`src/rtl/pack_matrix_collector_pkg.sv`:
```
// Shared defaults, matrix typedefs and slot-decode helpers for the matrix collector.
// Element k of a matrix lands in row k/LANES, lane k%LANES.
package pack_matrix_pkg;

  localparam int W     = 3;
  localparam int LANES = 4;
  localparam int ROWS  = 2;

  typedef logic [W-1:0]                       elem_t;
  typedef logic [LANES-1:0][W-1:0]            row_t;
  typedef logic [0:ROWS-1][LANES-1:0][W-1:0]  mat_t;

  function automatic int slot_row(input int k, input int lanes = LANES);
    return k / lanes;
  endfunction

  function automatic int slot_lane(input int k, input int lanes = LANES);
    return k % lanes;
  endfunction

endpackage

```
`src/rtl/pack_matrix_collector_if.sv`:
```
// Element-in / matrix-out handshake bundle; master drives elements and out_ready,
// slave is the collector.
interface pack_matrix_if #(
  parameter int W     = pack_matrix_pkg::W,
  parameter int LANES = pack_matrix_pkg::LANES,
  parameter int ROWS  = pack_matrix_pkg::ROWS
);
  localparam int N  = ROWS * LANES;
  localparam int CW = $clog2(N + 1);

  logic           in_valid;
  logic           in_ready;
  logic [W-1:0]   in_data;
  logic           in_last;
  logic           out_valid;
  logic           out_ready;
  logic [N*W-1:0] out_data;
  logic [CW-1:0]  out_count;

  modport master (
    output in_valid, in_data, in_last, out_ready,
    input  in_ready, out_valid, out_data, out_count
  );

  modport slave (
    input  in_valid, in_data, in_last, out_ready,
    output in_ready, out_valid, out_data, out_count
  );

endinterface

```
`src/rtl/pack_matrix_collector_fill_ctr.sv`:
```
// Fill counter for the matrix collector: tracks the next slot index and flags the
// accept that completes a matrix (last slot or in_last).
module pack_matrix_fill_ctr
  import pack_matrix_pkg::*;
#(
  parameter int LANES = pack_matrix_pkg::LANES,
  parameter int ROWS  = pack_matrix_pkg::ROWS,
  localparam int N    = ROWS * LANES,
  localparam int KW   = (N > 1) ? $clog2(N) : 1,
  localparam int RW   = (ROWS > 1) ? $clog2(ROWS) : 1,
  localparam int LW   = (LANES > 1) ? $clog2(LANES) : 1
) (
  input  logic          clk,
  input  logic          rst_n,
  input  logic          accept,
  input  logic          last,
  output logic [KW-1:0] fill,
  output logic [RW-1:0] row,
  output logic [LW-1:0] lane,
  output logic          complete
);

  logic [KW-1:0] fill_reg;
  logic [KW-1:0] fill_next;

  assign complete = accept && (last || fill_reg == KW'(N - 1));
  assign fill     = fill_reg;
  assign row      = RW'(slot_row(int'(fill_reg), LANES));
  assign lane     = LW'(slot_lane(int'(fill_reg), LANES));

  always_comb begin
    fill_next = fill_reg;
    if (complete) begin
      fill_next = '0;
    end else if (accept) begin
      fill_next = fill_reg + KW'(1);
    end
  end

  always_ff @(posedge clk or negedge rst_n) begin
    if (!rst_n) begin
      fill_reg <= '0;
    end else begin
      fill_reg <= fill_next;
    end
  end

endmodule

```
`src/rtl/pack_matrix_collector.sv`:
```
// Packs W-bit elements into a [0:ROWS-1][LANES-1:0][W-1:0] matrix with a registered
// output and a one-deep park slot so input keeps flowing one element per cycle.
module pack_matrix_collector
  import pack_matrix_pkg::*;
#(
  parameter int W     = pack_matrix_pkg::W,
  parameter int LANES = pack_matrix_pkg::LANES,
  parameter int ROWS  = pack_matrix_pkg::ROWS
) (
  input logic            clk,
  input logic            rst_n,
  pack_matrix_if.slave   bus
);

  localparam int N  = ROWS * LANES;
  localparam int MW = N * W;
  localparam int CW = $clog2(N + 1);
  localparam int KW = (N > 1) ? $clog2(N) : 1;
  localparam int RW = (ROWS > 1) ? $clog2(ROWS) : 1;
  localparam int LW = (LANES > 1) ? $clog2(LANES) : 1;

  logic          accept;
  logic          complete;
  logic [KW-1:0] fill;
  logic [RW-1:0] row;
  logic [LW-1:0] lane;
  logic [CW-1:0] count_new;
  logic [MW-1:0] merged;
  logic          out_free;

  logic [MW-1:0] asm_reg,        asm_next;
  logic          park_reg,       park_next;
  logic [MW-1:0] park_data_reg,  park_data_next;
  logic [CW-1:0] park_count_reg, park_count_next;
  logic          out_valid_reg,  out_valid_next;
  logic [MW-1:0] out_data_reg,   out_data_next;
  logic [CW-1:0] out_count_reg,  out_count_next;

  // in_ready is pure register state so out_ready never reaches it combinationally
  assign bus.in_ready  = !park_reg;
  assign accept        = bus.in_valid && !park_reg;
  assign out_free      = !out_valid_reg || bus.out_ready;
  assign count_new     = CW'(fill) + CW'(1);
  assign bus.out_valid = out_valid_reg;
  assign bus.out_data  = out_data_reg;
  assign bus.out_count = out_count_reg;

  pack_matrix_fill_ctr #(
    .LANES (LANES),
    .ROWS  (ROWS)
  ) u_fill_ctr (
    .clk      (clk),
    .rst_n    (rst_n),
    .accept   (accept),
    .last     (bus.in_last),
    .fill     (fill),
    .row      (row),
    .lane     (lane),
    .complete (complete)
  );

  // Row 0 sits at the top of the word, lane 0 at the bottom of each row
  for (genvar gi = 0; gi < N; gi++) begin : g_slot
    localparam int R   = slot_row(gi, LANES);
    localparam int L   = slot_lane(gi, LANES);
    localparam int OFF = ((ROWS - 1 - R) * LANES + L) * W;
    assign merged[OFF +: W] = (accept && row == RW'(R) && lane == LW'(L))
                              ? bus.in_data : asm_reg[OFF +: W];
  end

  always_comb begin
    asm_next        = asm_reg;
    park_next       = park_reg;
    park_data_next  = park_data_reg;
    park_count_next = park_count_reg;
    out_valid_next  = out_valid_reg;
    out_data_next   = out_data_reg;
    out_count_next  = out_count_reg;

    if (out_valid_reg && bus.out_ready) begin
      out_valid_next = 1'b0;
    end

    if (park_reg) begin
      if (bus.out_ready) begin
        out_valid_next = 1'b1;
        out_data_next  = park_data_reg;
        out_count_next = park_count_reg;
        park_next      = 1'b0;
      end
    end else if (complete) begin
      asm_next = '0;
      if (out_free) begin
        out_valid_next = 1'b1;
        out_data_next  = merged;
        out_count_next = count_new;
      end else begin
        park_next       = 1'b1;
        park_data_next  = merged;
        park_count_next = count_new;
      end
    end else if (accept) begin
      asm_next = merged;
    end
  end

  always_ff @(posedge clk or negedge rst_n) begin
    if (!rst_n) begin
      asm_reg        <= '0;
      park_reg       <= 1'b0;
      park_data_reg  <= '0;
      park_count_reg <= '0;
      out_valid_reg  <= 1'b0;
      out_data_reg   <= '0;
      out_count_reg  <= '0;
    end else begin
      asm_reg        <= asm_next;
      park_reg       <= park_next;
      park_data_reg  <= park_data_next;
      park_count_reg <= park_count_next;
      out_valid_reg  <= out_valid_next;
      out_data_reg   <= out_data_next;
      out_count_reg  <= out_count_next;
    end
  end

endmodule

```
`src/flat_wrapper.sv`:
```
// flat-port wrapper written by rule: the top's interface ports become plain ports
module pack_matrix_collector_flat import pack_matrix_pkg::*;
#(
  parameter int W     = pack_matrix_pkg::W,
  parameter int LANES = pack_matrix_pkg::LANES,
  parameter int ROWS  = pack_matrix_pkg::ROWS
)
  (clk, rst_n, bus_in_valid, bus_in_data, bus_in_last, bus_out_ready, bus_in_ready, bus_out_valid, bus_out_data, bus_out_count);
  pack_matrix_if #(.W(W), .LANES(LANES), .ROWS(ROWS)) bus_i ();
  input logic clk;
  input logic rst_n;
  input wire logic [$bits(bus_i.in_valid)-1:0] bus_in_valid;
  input wire logic [$bits(bus_i.in_data)-1:0] bus_in_data;
  input wire logic [$bits(bus_i.in_last)-1:0] bus_in_last;
  input wire logic [$bits(bus_i.out_ready)-1:0] bus_out_ready;
  output wire logic [$bits(bus_i.in_ready)-1:0] bus_in_ready;
  output wire logic [$bits(bus_i.out_valid)-1:0] bus_out_valid;
  output wire logic [$bits(bus_i.out_data)-1:0] bus_out_data;
  output wire logic [$bits(bus_i.out_count)-1:0] bus_out_count;
  assign bus_i.in_valid = bus_in_valid;
  assign bus_i.in_data = bus_in_data;
  assign bus_i.in_last = bus_in_last;
  assign bus_i.out_ready = bus_out_ready;
  assign bus_in_ready = bus_i.in_ready;
  assign bus_out_valid = bus_i.out_valid;
  assign bus_out_data = bus_i.out_data;
  assign bus_out_count = bus_i.out_count;
  pack_matrix_collector #(.W(W), .LANES(LANES), .ROWS(ROWS)) u_core (.clk(clk), .rst_n(rst_n), .bus(bus_i));
endmodule
```
`config.mk`:
```
export PLATFORM = sky130hd
export DESIGN_NAME = pack_matrix_collector_flat
export DESIGN_NICKNAME = d
export VERILOG_FILES = /design/src/rtl/pack_matrix_collector_pkg.sv /design/src/rtl/pack_matrix_collector_if.sv /design/src/rtl/pack_matrix_collector_fill_ctr.sv /design/src/rtl/pack_matrix_collector.sv /design/src/flat_wrapper.sv
export SDC_FILE = /design/constraint.sdc
export NUM_CORES = 1
export LEC_CHECK = 0
export ABC_AREA = 1
export ABC_CLOCK_PERIOD_IN_PS = 1900
export BUFFER_PORTS_ARGS = -buffer_cell sky130_fd_sc_hd__buf_4
export CAP_MARGIN = 20
export CORE_UTILIZATION = 53
export CTS_BUF_LIST = sky130_fd_sc_hd__clkbuf_2
export DETAILED_ROUTE_END_ITERATION = 10
export PLACE_DENSITY = 0.76
export SLEW_MARGIN = 20
export SYNTH_ARGS = -nofsm -noshare
export SYNTH_HDL_FRONTEND = slang
export SYNTH_SLANG_ARGS = --single-unit
```
`constraint.sdc`:
```
create_clock -name clk -period 1.9 [get_ports clk]
set_input_delay 0.285 -clock clk [delete_from_list [all_inputs] [get_ports clk]]
set_output_delay 0.285 -clock clk [all_outputs]
set_load 0.05 [all_outputs]
```
# Word-level counts from Yosys, hierarchy flattened
# Cells that the tools add are included.
# word_totals
reg_bits	85
out_inout_bits	30
# op_classes
n_eq_ne	5
n_bitwise	3
addsub	2
muxes	29
reduce_logical	24
# ops
operator	count
$mux W24	6
$mux W3	10
$mux W4	4
$logic_and A1 B1 Y1	13
$mux W1	9
$reduce_and A3 Y1	2
$reduce_bool A2 Y1	3
$add A3 B1 Y4 const B	1
$eq A2 B2 Y1 const B	2
$add A3 B1 Y3 const B	1
$eq A3 B3 Y1 const B	1
$not A1 Y1	3
$eq A2 B1 Y1 const B	1
$logic_not A1 Y1	2
$logic_not A2 Y1	1
$logic_or A1 B1 Y1	2
$ne A2 B2 Y1 const B	1
$reduce_and A2 Y1	1

# Depth between registers and ports, before layout
# Gate-level depths: netlist (run 1).
# logic_depth
word_depth	8
mapped_depth	11
mapped_depth_nobuf	10

# Modules after synthesis
# Synthesis (run 1) repeated with hierarchy kept, for this count alone.
# hier_totals
hier_cells	547
area_unflattened_um2	4093.9
# modules_own_cells
mod	instances	cells_per_inst	area_per_inst_um2
pack_matrix_collector	1	526	3911.3
pack_matrix_fill_ctr	1	21	182.7

# Least setup slack after synthesis (run 1)
# No wires, ideal clock.
# synth_timing
path_kind	register to register
from	register u_core.park_reg
to	register u_core.out_data_reg[15] (netlist: u_core.bus.out_data[15])
t_arrival_ps	1566
required_time_ps	1782
setup_slack_ps	217
path_buffers	2
path_stages_with_launch	7
cell_sequence	dfrtp_1 -> buf_2 -> inv_2 -> clkbuf_1 -> nand3_1 -> nand2_1 -> nand2_1
# synth_via
elab_chain_len	8
# synth_lines
item	line	text
from (decl)	pack_matrix_collector.sv:32	logic park_reg, park_next;
from (signal assigned)	pack_matrix_collector.sv:118	park_reg <= park_next;
$logic_not A1 Y1 (*)	-	
via bus_in_ready	flat_wrapper.sv:16	output wire logic [$bits(bus_i.in_ready)-1:0] bus_in_ready;
$logic_and A1 B1 Y1 (*)	pack_matrix_collector.sv:41	assign accept = bus.in_valid && !park_reg;
$logic_and A1 B1 Y1 (2 in a row)	pack_matrix_collector.sv:67	assign merged[OFF +: W] = (accept && row == RW'(R) && lane == LW'(L))
$mux W3	pack_matrix_collector.sv:68	? bus.in_data : asm_reg[OFF +: W];
$mux W24	pack_matrix_collector.sv:93	if (out_free) begin
$mux W24	pack_matrix_collector.sv:91	end else if (complete) begin
$mux W24	pack_matrix_collector.sv:84	if (park_reg) begin
to (signal assigned)	pack_matrix_collector.sv:122	out_data_reg <= out_data_next;
to (decl)	pack_matrix_collector.sv:36	logic [MW-1:0] out_data_reg, out_data_next;
# The timed path passes the listed nets; every way through them passes the cells marked *. The select of a mux whose other input is x is not followed.
# A chain may end at the register's enable or synchronous reset.

# Worst setup path in the final report (run 1)
# layout_timing
from	register u_core.park_reg
to	output bus_in_ready
# layout_via
elab_chain_len	1
# layout_lines
item	line	text
$logic_not A1 Y1	pack_matrix_collector.sv:40	assign bus.in_ready = !park_reg;
to (decl)	flat_wrapper.sv:16	
# No other way between the ends.

==> results of run 1 <==
logic make-up after synthesis:
kind of cell             Yosys count  share of synthesized area, %
flip-flops                        85                          53.8
AO/OA/AOI/OAI                     37                          4.74
buffers and inverters             46                          5.60
adder cells (fa/ha/maj)            5                          1.58
AND/OR/NAND/NOR                  327                          34.3
worst min-delay path, stage by stage:
cell and delay [ns]:
buf_4 0.16, nand4_1 0.13, a21oi_1 0.08
repair_timing:
action / CTS / global route
endpoints found under the hold margin: 64 / 0
endpoints found under the setup margin: 29 / 58
resized for setup: 6 / 8
gates cloned: 1 / 2
pin swaps: 1 / 2
buffers inserted: 0 / 3
hold buffers: 2 / 0
stage by stage:
stage                     TNS, ns  std cells  setup WS [ns]  cell area (sq um)  utilization (%)
after CTS                       0        640        0.00992               4530             62.4
after floorplan                 0        500          0.217               3960                -
final                           0        645          0.101               4610             63.5
after global placement          0        621         0.0640               4350             60.0
after detailed placement   -0.152        621        -0.0423               4350             60.0
after global routing            0        645         0.0238               4610             63.5
routing by layer:
metal	track usage, %	vias to the layer above
met5	0	-
met4	10.3	0
met3	3.92	12
met2	40.8	117
met1	32.7	1606
li1	-	1695
power by group through the flow:
| stage | sequential, mW | combinational, mW | clock [mW] |
|---|---|---|---|
| after global placement | 2.54 | 2.33 | 0 |
| after detailed placement | 2.56 | 2.39 | 0 |
| after floorplan | 3.24 | 0.989 | 0 |
| final | 2.52 | 2.44 | 1.03 |
| after global routing | 2.58 | 2.66 | 1.12 |
| after CTS | 2.52 | 2.41 | 1.05 |
layout by cell type, fill, tap and decap left out, types with 2 or more instances in the layout:
cell             n
nand2_1        213
dfrtp_1         85
nor2_1          50
buf_4           50
nand3_1         31
nand4_1         28
a21oi_1         24
clkbuf_2        11
inv_1           10
o21ai_0          7
clkinvlp_4       4
o21ai_1          4
ha_1             4
buf_12           3
inv_2            2
nor2_4           2
o22ai_1          2
clkinv_1         2
bufinv_16        2
dlygate4sd3_1    2
buf_8            2
cell type report:
class,count,area [sq um],share of cell area (%)
Tap cell,99,124,2.69
Clock inverter,5,75.1,1.63
Clock buffer,11,55.1,1.19
Inverter,15,76.3,1.66
Timing Repair Buffer,59,522,11.3
Timing Repair inverter,1,7.51,0.163
Sequential cell,85,2130,46.2
Multi-Input combinational cell,370,1620,35.2
path summary, 6_finish.rpt:
check / depth (start not counted) / startpoint / to
max: 4 / u_core.park_reg / bus_in_ready
min: 3 / bus_in_data[1] / u_core.asm_reg[13]
max reg2reg: 11 / u_core.u_fill_ctr.fill[0] / u_core.bus.out_data[4]
min reg2reg: 2 / u_core.park_data_reg[19] / u_core.park_data_reg[19]
max in group asynchronous: 3 / rst_n / u_core.bus.out_data[19]
min in group asynchronous: 2 / rst_n / u_core.asm_reg[11]
==> results_dict.tcl, run 1 <==
set metrics [dict create \
    outcome "complete, no violations" \
    drc_errors 0 \
    clkTransAtPathRegs_ns 0.21 \
    final_antenna_net_count 0 \
    critPathBufInv 4 \
    syn_area_sq_um 3960 \
    clk_latency_ns 0.52 \
    wl_met1_um 4230 \
    cpPeakStageDelay_ns 0.46 \
    grt_overflow 0 \
    tightest_slew_ns 0.596 \
    dieHeight_um 88.4 \
    crit_type "flip-flop to primary output" \
    yosys_warnings 0 \
    drt_iter0_drc 303 \
    p_leak_nw 2.68 \
    timing.hold.ws_ns 0.141 \
    core_sq_um 7250 \
    route.met3.wl_um 470 \
    async_reset_ff_share_pct 100 \
    switching_share_pct 41.8 \
    yosysMostFrequentCell "nand2_1" \
    yosysTopAreaCell "dfrtp_1" \
    switchingPower_mw 2.51 \
    maxSlewHeadroom_pct 60.2 \
    clock_path_buffers 2 \
    numCtsBuffers 9 \
    arrival_ns 1.51 \
    synth_area_per_cell_sq_um 7.91 \
    crit_family "buffers and inverters" \
    hpwl_um 5790 \
    yosys.area.top_type_share_pct 53.8 \
    cts_sinks 85 \
    nets 554 \
    io_buffers 37 \
    power_density_nw_per_um2 1300 \
    crit_fanout 14 \
    synth-edff-count 0 \
    ys_seq_area_share_pct 53.8 \
    viasPerCell 5.32 \
    cts_tree "built" \
    grt_first_pass_wirelength_um 14700 \
    hold_path_class "input port to flip-flop" \
    p_clk_share_pct 17.2 \
    ioPinCount 38 \
    start_util_pct 54.5 \
    num_rows 31 \
    syn-instance-count 500 \
    setup_viol 0 \
    ys_dominant_reg_cell "dfrtp_1" \
    cap_viol_max_count 0 \
    ys_types 20 \
    worst_ir_drop_vdd_mv 0.699 \
    ys_ff_latch 85 \
    period_needed_ns 1.80 \
    rrSetupSlack_ns 0.13 \
    wl_met2_um 4340 \
    syn_nets 513 \
    area_growth_pct 16.5 \
    endpoint_kind "primary output" \
    cp_slowest_cell "dfrtp_1" \
    wire_per_inst_um 14.2 \
    drive_above_1_share_pct 15.2 \
    wl_um 9180 \
    skew_ns 0.0175 \
    grt.total_usage_pct 24.7 \
    clock.fmax_mhz 556 \
    grt_pass1_vias 3185 \
    dieArea_sq_um 7810 \
    critPathRequiredTime_ns 1.62 \
    antenna_found_initial 0 \
    drt_first_pass_iters 5 \
    die_w_um 88.4 \
    post-route-period-util_pct 94.7 \
    vias 3430 \
    synth_area_leaders "dfrtp_1, nand2_1, nor2_1, nand4_1, nand3_1" \
    ctsRootBufferMaster "clkbuf_2" \
    hold_viol_final 0 \
    startpoint_type "flip-flop" \
    p_seq_share_pct 42.1 \
    cp_cell_sequence "buf_6 -> clkinv_8 -> buf_12 -> buf_8" \
    highest-signal-layer "met4" \
    synth_common_cells "nand2_1, dfrtp_1, nor2_1" \
    htree_num_levels 3 \
    combPwrFrac_pct 40.7 \
    design_power_total_mw 5.99 \
    drv_slew 0 \
    num_antenna_cells 0 \
    grt_max_degree 37 \
    place_congestion 0.894 \
    rsz0062_at_grt "false" \
    fillCellCount 645 \
    p_int_mw 3.49 \
]
Note: power is estimated with default switching activity, not from simulation.
==> run 2: changes to the inputs <==
--- a/config.mk
+++ b/config.mk
@@ -9,10 +9,12 @@
 export ABC_CLOCK_PERIOD_IN_PS = 1900
 export BUFFER_PORTS_ARGS = -buffer_cell sky130_fd_sc_hd__buf_4
 export CAP_MARGIN = 20
-export CORE_UTILIZATION = 53
+export CELL_PAD_IN_SITES_DETAIL_PLACEMENT = 0
+export CELL_PAD_IN_SITES_GLOBAL_PLACEMENT = 1
+export CORE_UTILIZATION = 45
 export CTS_BUF_LIST = sky130_fd_sc_hd__clkbuf_2
 export DETAILED_ROUTE_END_ITERATION = 10
-export PLACE_DENSITY = 0.76
+export PLACE_DENSITY_LB_ADDON = 0.1
 export SLEW_MARGIN = 20
 export SYNTH_ARGS = -nofsm -noshare
 export SYNTH_HDL_FRONTEND = slang
==> run 2 against run 1 <==
Effect of this change: sequential share of layout area increased by 0.80 points; non-clock buffer count shrank 1; worst setup slack worse by 0.033 ns; critical path type unchanged.
==> results_dict.tcl, run 2 (synthesized netlist as in run 1, its figures left out) <==
set metrics [dict create \
    design_power_total_mw 5.79 \
    dp.cells 627 \
    core_sq_um 8380 \
    hpwl_um 5630 \
    final_cells 648 \
    ctsRootBufferMaster "clkbuf_2" \
    p_leak_nw 2.65 \
    io_buffers 37 \
    hold_path_class "input port to flip-flop" \
    cts_tree "built" \
    antenna_found_initial 0 \
    endpoint_kind "primary output" \
    reg2reg_depth 11 \
    outcome "complete, no violations" \
    setup_tns_ns 0 \
    hold_viol_final 0 \
    drive_above_1_share_pct 14.7 \
    clock_path_buffers 2 \
    cp_cell_sequence "inv_4 -> buf_12 -> buf_6" \
    hp-start "bus_in_last" \
    num_antenna_cells 0 \
    grtUsageMet1_pct 31.8 \
    drt_first_pass_iters 4 \
    clkTransAtPathRegs_ns 0.22 \
    vias 3292 \
    drv_slew 0 \
    dieArea_sq_um 9170 \
    drc_errors 0 \
    maxSlewHeadroom_pct 66.1 \
    area_growth_pct 14.5 \
    crit_fanout 28 \
    rsz0062_at_grt "false" \
    hold_end "u_core.u_fill_ctr.fill[2]" \
    final_cell_mix "nand2_1, dfrtp_1, nor2_1, buf_4, nand3_1" \
    dieHeight_um 95.8 \
    grt_use_met3_pct 3.16 \
    skew_ns 0.0390 \
    ioPinCount 38 \
    hold_path_depth 4 \
    final_antenna_net_count 0 \
    clk_latency_ns 0.57 \
    power_density_nw_per_um2 1280 \
    rrSetupSlack_ns 0.17 \
    numCtsBuffers 9 \
    cpPeakStageDelay_ns 0.49 \
    grt_max_degree 86 \
    start_util_pct 47.2 \
    cap_viol_max_count 0 \
    drt_iter0_drc 193 \
    die_w_um 95.8 \
    grt_pass1_vias 3133 \
    busiest_layer "met2" \
    grt_first_pass_wirelength_um 15300 \
    final_core_util_pct 54.1 \
    num_rows 33 \
    startpoint_type "flip-flop" \
    post-route-period-util_pct 96.5 \
    wire_per_inst_um 13.9 \
    cts_sinks 85 \
    critPathRequiredTime_ns 1.62 \
    period_needed_ns 1.83 \
    final_common_cell "nand2_1" \
    place_congestion 0.790 \
    viasPerCell 5.08 \
    grt.total_usage_pct 22.0 \
    nets 551 \
    tightest_slew_ns 0.509 \
    wl_um 8980 \
    met2_usage_pct 33.6 \
    cp_slowest_cell "dfrtp_2" \
    clock.fmax_mhz 546 \
    arrival_ns 1.55 \
    crit_type "flip-flop to primary output" \
    setup_viol 0 \
    r2r-end "u_core.bus.out_count[1]" \
    htree_num_levels 3 \
    timing.hold.ws_ns 0.0659 \
    worst_ir_drop_vdd_mv 0.723 \
    grt_overflow 0 \
    rr_startpoint "u_core.u_fill_ctr.fill[0]" \
]
## run 2: cell count changes in the layout (fill, tap and decap cells not counted), sizes merged
cell | before | now
bufinv | 2 | 0
clkinv | 3 | 4
clkinvlp | 4 | 3
inv | 12 | 15
clkbuf | 12 | 9
nor2 | 53 | 52
## run 2: per-stage QoR
step / setup slack, ns / cell area (sq um)
final: 0.0674 / 4530
after global routing: 0.000503 / 4530
after CTS: 0.0245 / 4510
after detailed placement: 0.138 / 4380
after global placement: 0.210 / 4380
after floorplan: 0.217 / 3960
## run 2: area by class of cell
| class | count | area, sq um |
|---|---|---|
| fillers | 807 | 3850 |
| flip-flops and latches | 85 | 2130 |
| multi-input cells | 369 | 1610 |
| repair buffers | 58 | 507 |
| well taps | 105 | 131 |
| inverters | 15 | 62.6 |
| clock inverters | 7 | 50.0 |
| clock buffers | 9 | 45.0 |
## run 2: layer usage
metal  up-vias  wire length (um)
met4         0                90
li1       1678                 -
met2        49              3940
met5         -                 0
met3         9               344
met1      1556              4600
## run 2: worst max-delay path, delay by kind of cell (launching register included)
family | cells | cell delay (ns)
flip-flops | 1 | 0.49
buffers and inverters | 3 | 0.51
## run 2: timing repair
item | CTS | global route
pin swaps | 0 | 0
resized for setup | 2 | 2
endpoints found under the setup margin | 1 | 6
hold buffers | 2 | 0
buffers inserted | 1 | 2
endpoints found under the hold margin | 87 | 0
## run 2: power by group
part | switching (mW) | internal [mW] | leakage (nW)
Combinational | 1.66 | 0.768 | 1.45
Sequential | 0.232 | 2.28 | 1.14
Clock | 0.677 | 0.174 | 0.0559
## run 2: worst max path at each step
stage | slack, ns | endpoint | from | depth (start not counted)
after floorplan | 0.22 | u_core.bus.out_data[15] | u_core.park_reg | 6
after global placement | 0.21 | u_core.bus.out_data[7] | u_core.u_fill_ctr.fill[0] | 8
after detailed placement | 0.14 | u_core.bus.out_count[1] | u_core.u_fill_ctr.fill[1] | 11
after CTS | 0.02 | bus_in_ready | u_core.park_reg | 3
after global routing | 0.0005 | bus_in_ready | u_core.park_reg | 3
final | 0.07 | bus_in_ready | u_core.park_reg | 3
==> run 3: changes to the inputs <==
--- a/config.mk
+++ b/config.mk
@@ -14,7 +14,8 @@
 export CORE_UTILIZATION = 45
 export CTS_BUF_LIST = sky130_fd_sc_hd__clkbuf_2
 export DETAILED_ROUTE_END_ITERATION = 10
-export PLACE_DENSITY_LB_ADDON = 0.1
+export PLACE_DENSITY_LB_ADDON = 0.08
+export SETUP_SLACK_MARGIN = 0.5
 export SLEW_MARGIN = 20
 export SYNTH_ARGS = -nofsm -noshare
 export SYNTH_HDL_FRONTEND = slang
==> run 3 against run 2 <==
Effect of this change: largest cell class unchanged; cell count grew 6.3%; critical path type is now flip-flop to flip-flop; power is 15% higher; combinational power rose by 29%; largest power group is now combinational logic; critical endpoint is now u_core.park_data_reg[0]; highest routed layer unchanged; clock-buffer cell count is 1 higher.
==> results_dict.tcl, run 3 (synthesized netlist as in run 1, its figures left out) <==
set metrics [dict create \
    outcome "complete, no violations" \
    p_seq_share_pct 38.9 \
    drt_iter0_drc 241 \
    vias 3621 \
    wl_um 11100 \
    post-route-period-util_pct 88.9 \
    p_clk_share_pct 14.0 \
    cp_cell_sequence "ha_4 -> ha_4 -> inv_4 -> nand2_4 -> nand2_4 -> buf_12 -> nor2_4 -> buf_4 -> inv_4 -> nand2_1 -> nand2_1" \
    arrival_ns 2.16 \
    antenna_found_initial 0 \
    hold_viol_final 0 \
    ctsRootBufferMaster "clkbuf_2" \
    dieArea_sq_um 9170 \
    dieHeight_um 95.8 \
    final_common_cell "nand2_1" \
    drive_above_1_share_pct 27.9 \
    htree_num_levels 3 \
    ioPinCount 38 \
    clkTransAtPathRegs_ns 0.24 \
    cap_viol_max_count 0 \
    switchingPower_mw 2.80 \
    clock_path_buffers 2 \
    period_needed_ns 1.69 \
    num_antenna_cells 0 \
    tightest_slew_ns 0.456 \
    num_rows 33 \
    setup_viol 0 \
    p_leak_nw 3.01 \
    critPathRequiredTime_ns 2.37 \
    cp_slowest_cell "dfrtp_1" \
    drv_slew 0 \
    startpoint_type "flip-flop" \
    area_growth_pct 36.7 \
    die_w_um 95.8 \
    final_cell_mix "nand2_1, dfrtp_1, buf_4" \
    cpPeakStageDelay_ns 0.46 \
    crit_fanout 10 \
    critical_path.startpoint "u_core.u_fill_ctr.fill[1]" \
    cts_tree "built" \
    grt_pass1_vias 3410 \
    combPwrFrac_pct 47.1 \
    drc_errors 0 \
    io_buffers 37 \
    rrSetupSlack_ns 0.21 \
    endpoint_kind "flip-flop" \
    skew_ns 0.0434 \
    final_antenna_net_count 0 \
    grt_first_pass_wirelength_um 17400 \
    wire_per_inst_um 16.0 \
    post-place-ws_ns 0.192 \
    numCtsBuffers 9 \
    nets 593 \
    rr_startpoint "u_core.u_fill_ctr.fill[1]" \
    setup_ws_ns 0.210 \
    place_congestion 0.832 \
    fillCellCount 739 \
    core_sq_um 8380 \
    hold_path_class "input port to flip-flop" \
    clock.fmax_mhz 592 \
    grt.total_usage_pct 25.8 \
    p_int_mw 3.85 \
    rsz0062_at_grt "true" \
    grt_overflow 0 \
    switching_share_pct 42.1 \
    start_util_pct 47.2 \
    viasPerCell 5.26 \
    crit_type "flip-flop to flip-flop" \
    maxSlewHeadroom_pct 69.6 \
    power_density_nw_per_um2 1230 \
    worst_ir_drop_vdd_mv 0.708 \
    grt_max_degree 36 \
    hpwl_um 6040 \
    clk_latency_ns 0.56 \
    setup_tns_ns 0 \
    hp-start "bus_in_data[2]" \
    cts_sinks 85 \
    drt_first_pass_iters 5 \
]
run 3: cell types whose count changed in the layout (fill, tap and decap cells not counted), sizes merged:
cell,previous run,this run
bufinv,0,1
inv,15,14
clkbuf,9,12
buf,56,94
clkinvlp,3,2
bufbuf,0,1
run 3: what timing repair did:
action                                  in CTS  in global routing
hold buffers                                 2                  0
cloned                                       6                  2
gates resized for setup                     84                 26
hold endpoints to repair                    32                  0
buffers inserted                            30                  8
endpoints found under the setup margin     111                114
pin swaps                                   16                 18
run 3: layout make-up:
class	instances	area [sq um]	share of cell area (%)
Timing Repair Buffer	99	1160	21.5
Multi-Input combinational cell	369	1800	33.3
Clock buffer	10	50.0	0.925
Timing Repair inverter	1	6.26	0.116
Inverter	15	78.8	1.46
Tap cell	105	131	2.43
Sequential cell	85	2130	39.3
Clock inverter	5	52.6	0.972
run 3: worst max-delay path: cells and delay by family (launching register included):
family        cells  cell delay (ns)
fa+ha+maj         2             0.31
buf+inv           4             0.42
flops             1             0.46
simple gates      5             0.43
run 3: worst paths after layout:
| kind | to | cells past startpoint |
|---|---|---|
| hold reg to reg | u_core.park_data_reg[5] | 2 |
| max in group asynchronous | u_core.park_reg | 3 |
| hold / removal | u_core.asm_reg[14] | 3 |
| setup / recovery | u_core.park_data_reg[0] | 11 |
| min in group asynchronous | u_core.bus.out_data[14] | 2 |
| setup reg to reg | u_core.park_data_reg[0] | 11 |
run 3: power groups by stage:
stage / Sequential, mW / Clock, mW / Combinational (mW)
5_1_grt: 2.64 / 1.02 / 3.38
4_1_cts: 2.57 / 0.946 / 2.98
3_3_place_gp: 2.57 / 0 / 2.34
3_5_place_dp: 2.57 / 0 / 2.38
6_report: 2.58 / 0.931 / 3.13
2_1_floorplan: 3.24 / 0 / 0.999
run 3: metrics by stage:
step | util, % | cells | hold slack [ns] | area, sq um | power [mW]
after floorplan | - | 500 | -0.0106 | 4010 | 4.24
after global placement | 52.5 | 626 | 0.262 | 4400 | 4.91
after detailed placement | 52.5 | 626 | 0.269 | 4400 | 4.95
after CTS | 62.3 | 679 | 0.0726 | 5220 | 6.50
after global routing | 64.5 | 689 | 0.0869 | 5410 | 7.04
final | 64.5 | 689 | 0.104 | 5410 | 6.64
run 3: metal layers:
metal	vias to the layer above	global-route usage, %	share of wire (%)
met5	-	0	0
met4	0	8.58	1.8
met3	19	4.11	4.6
met2	99	42.0	47
met1	1735	35.4	47
li1	1768	-	-
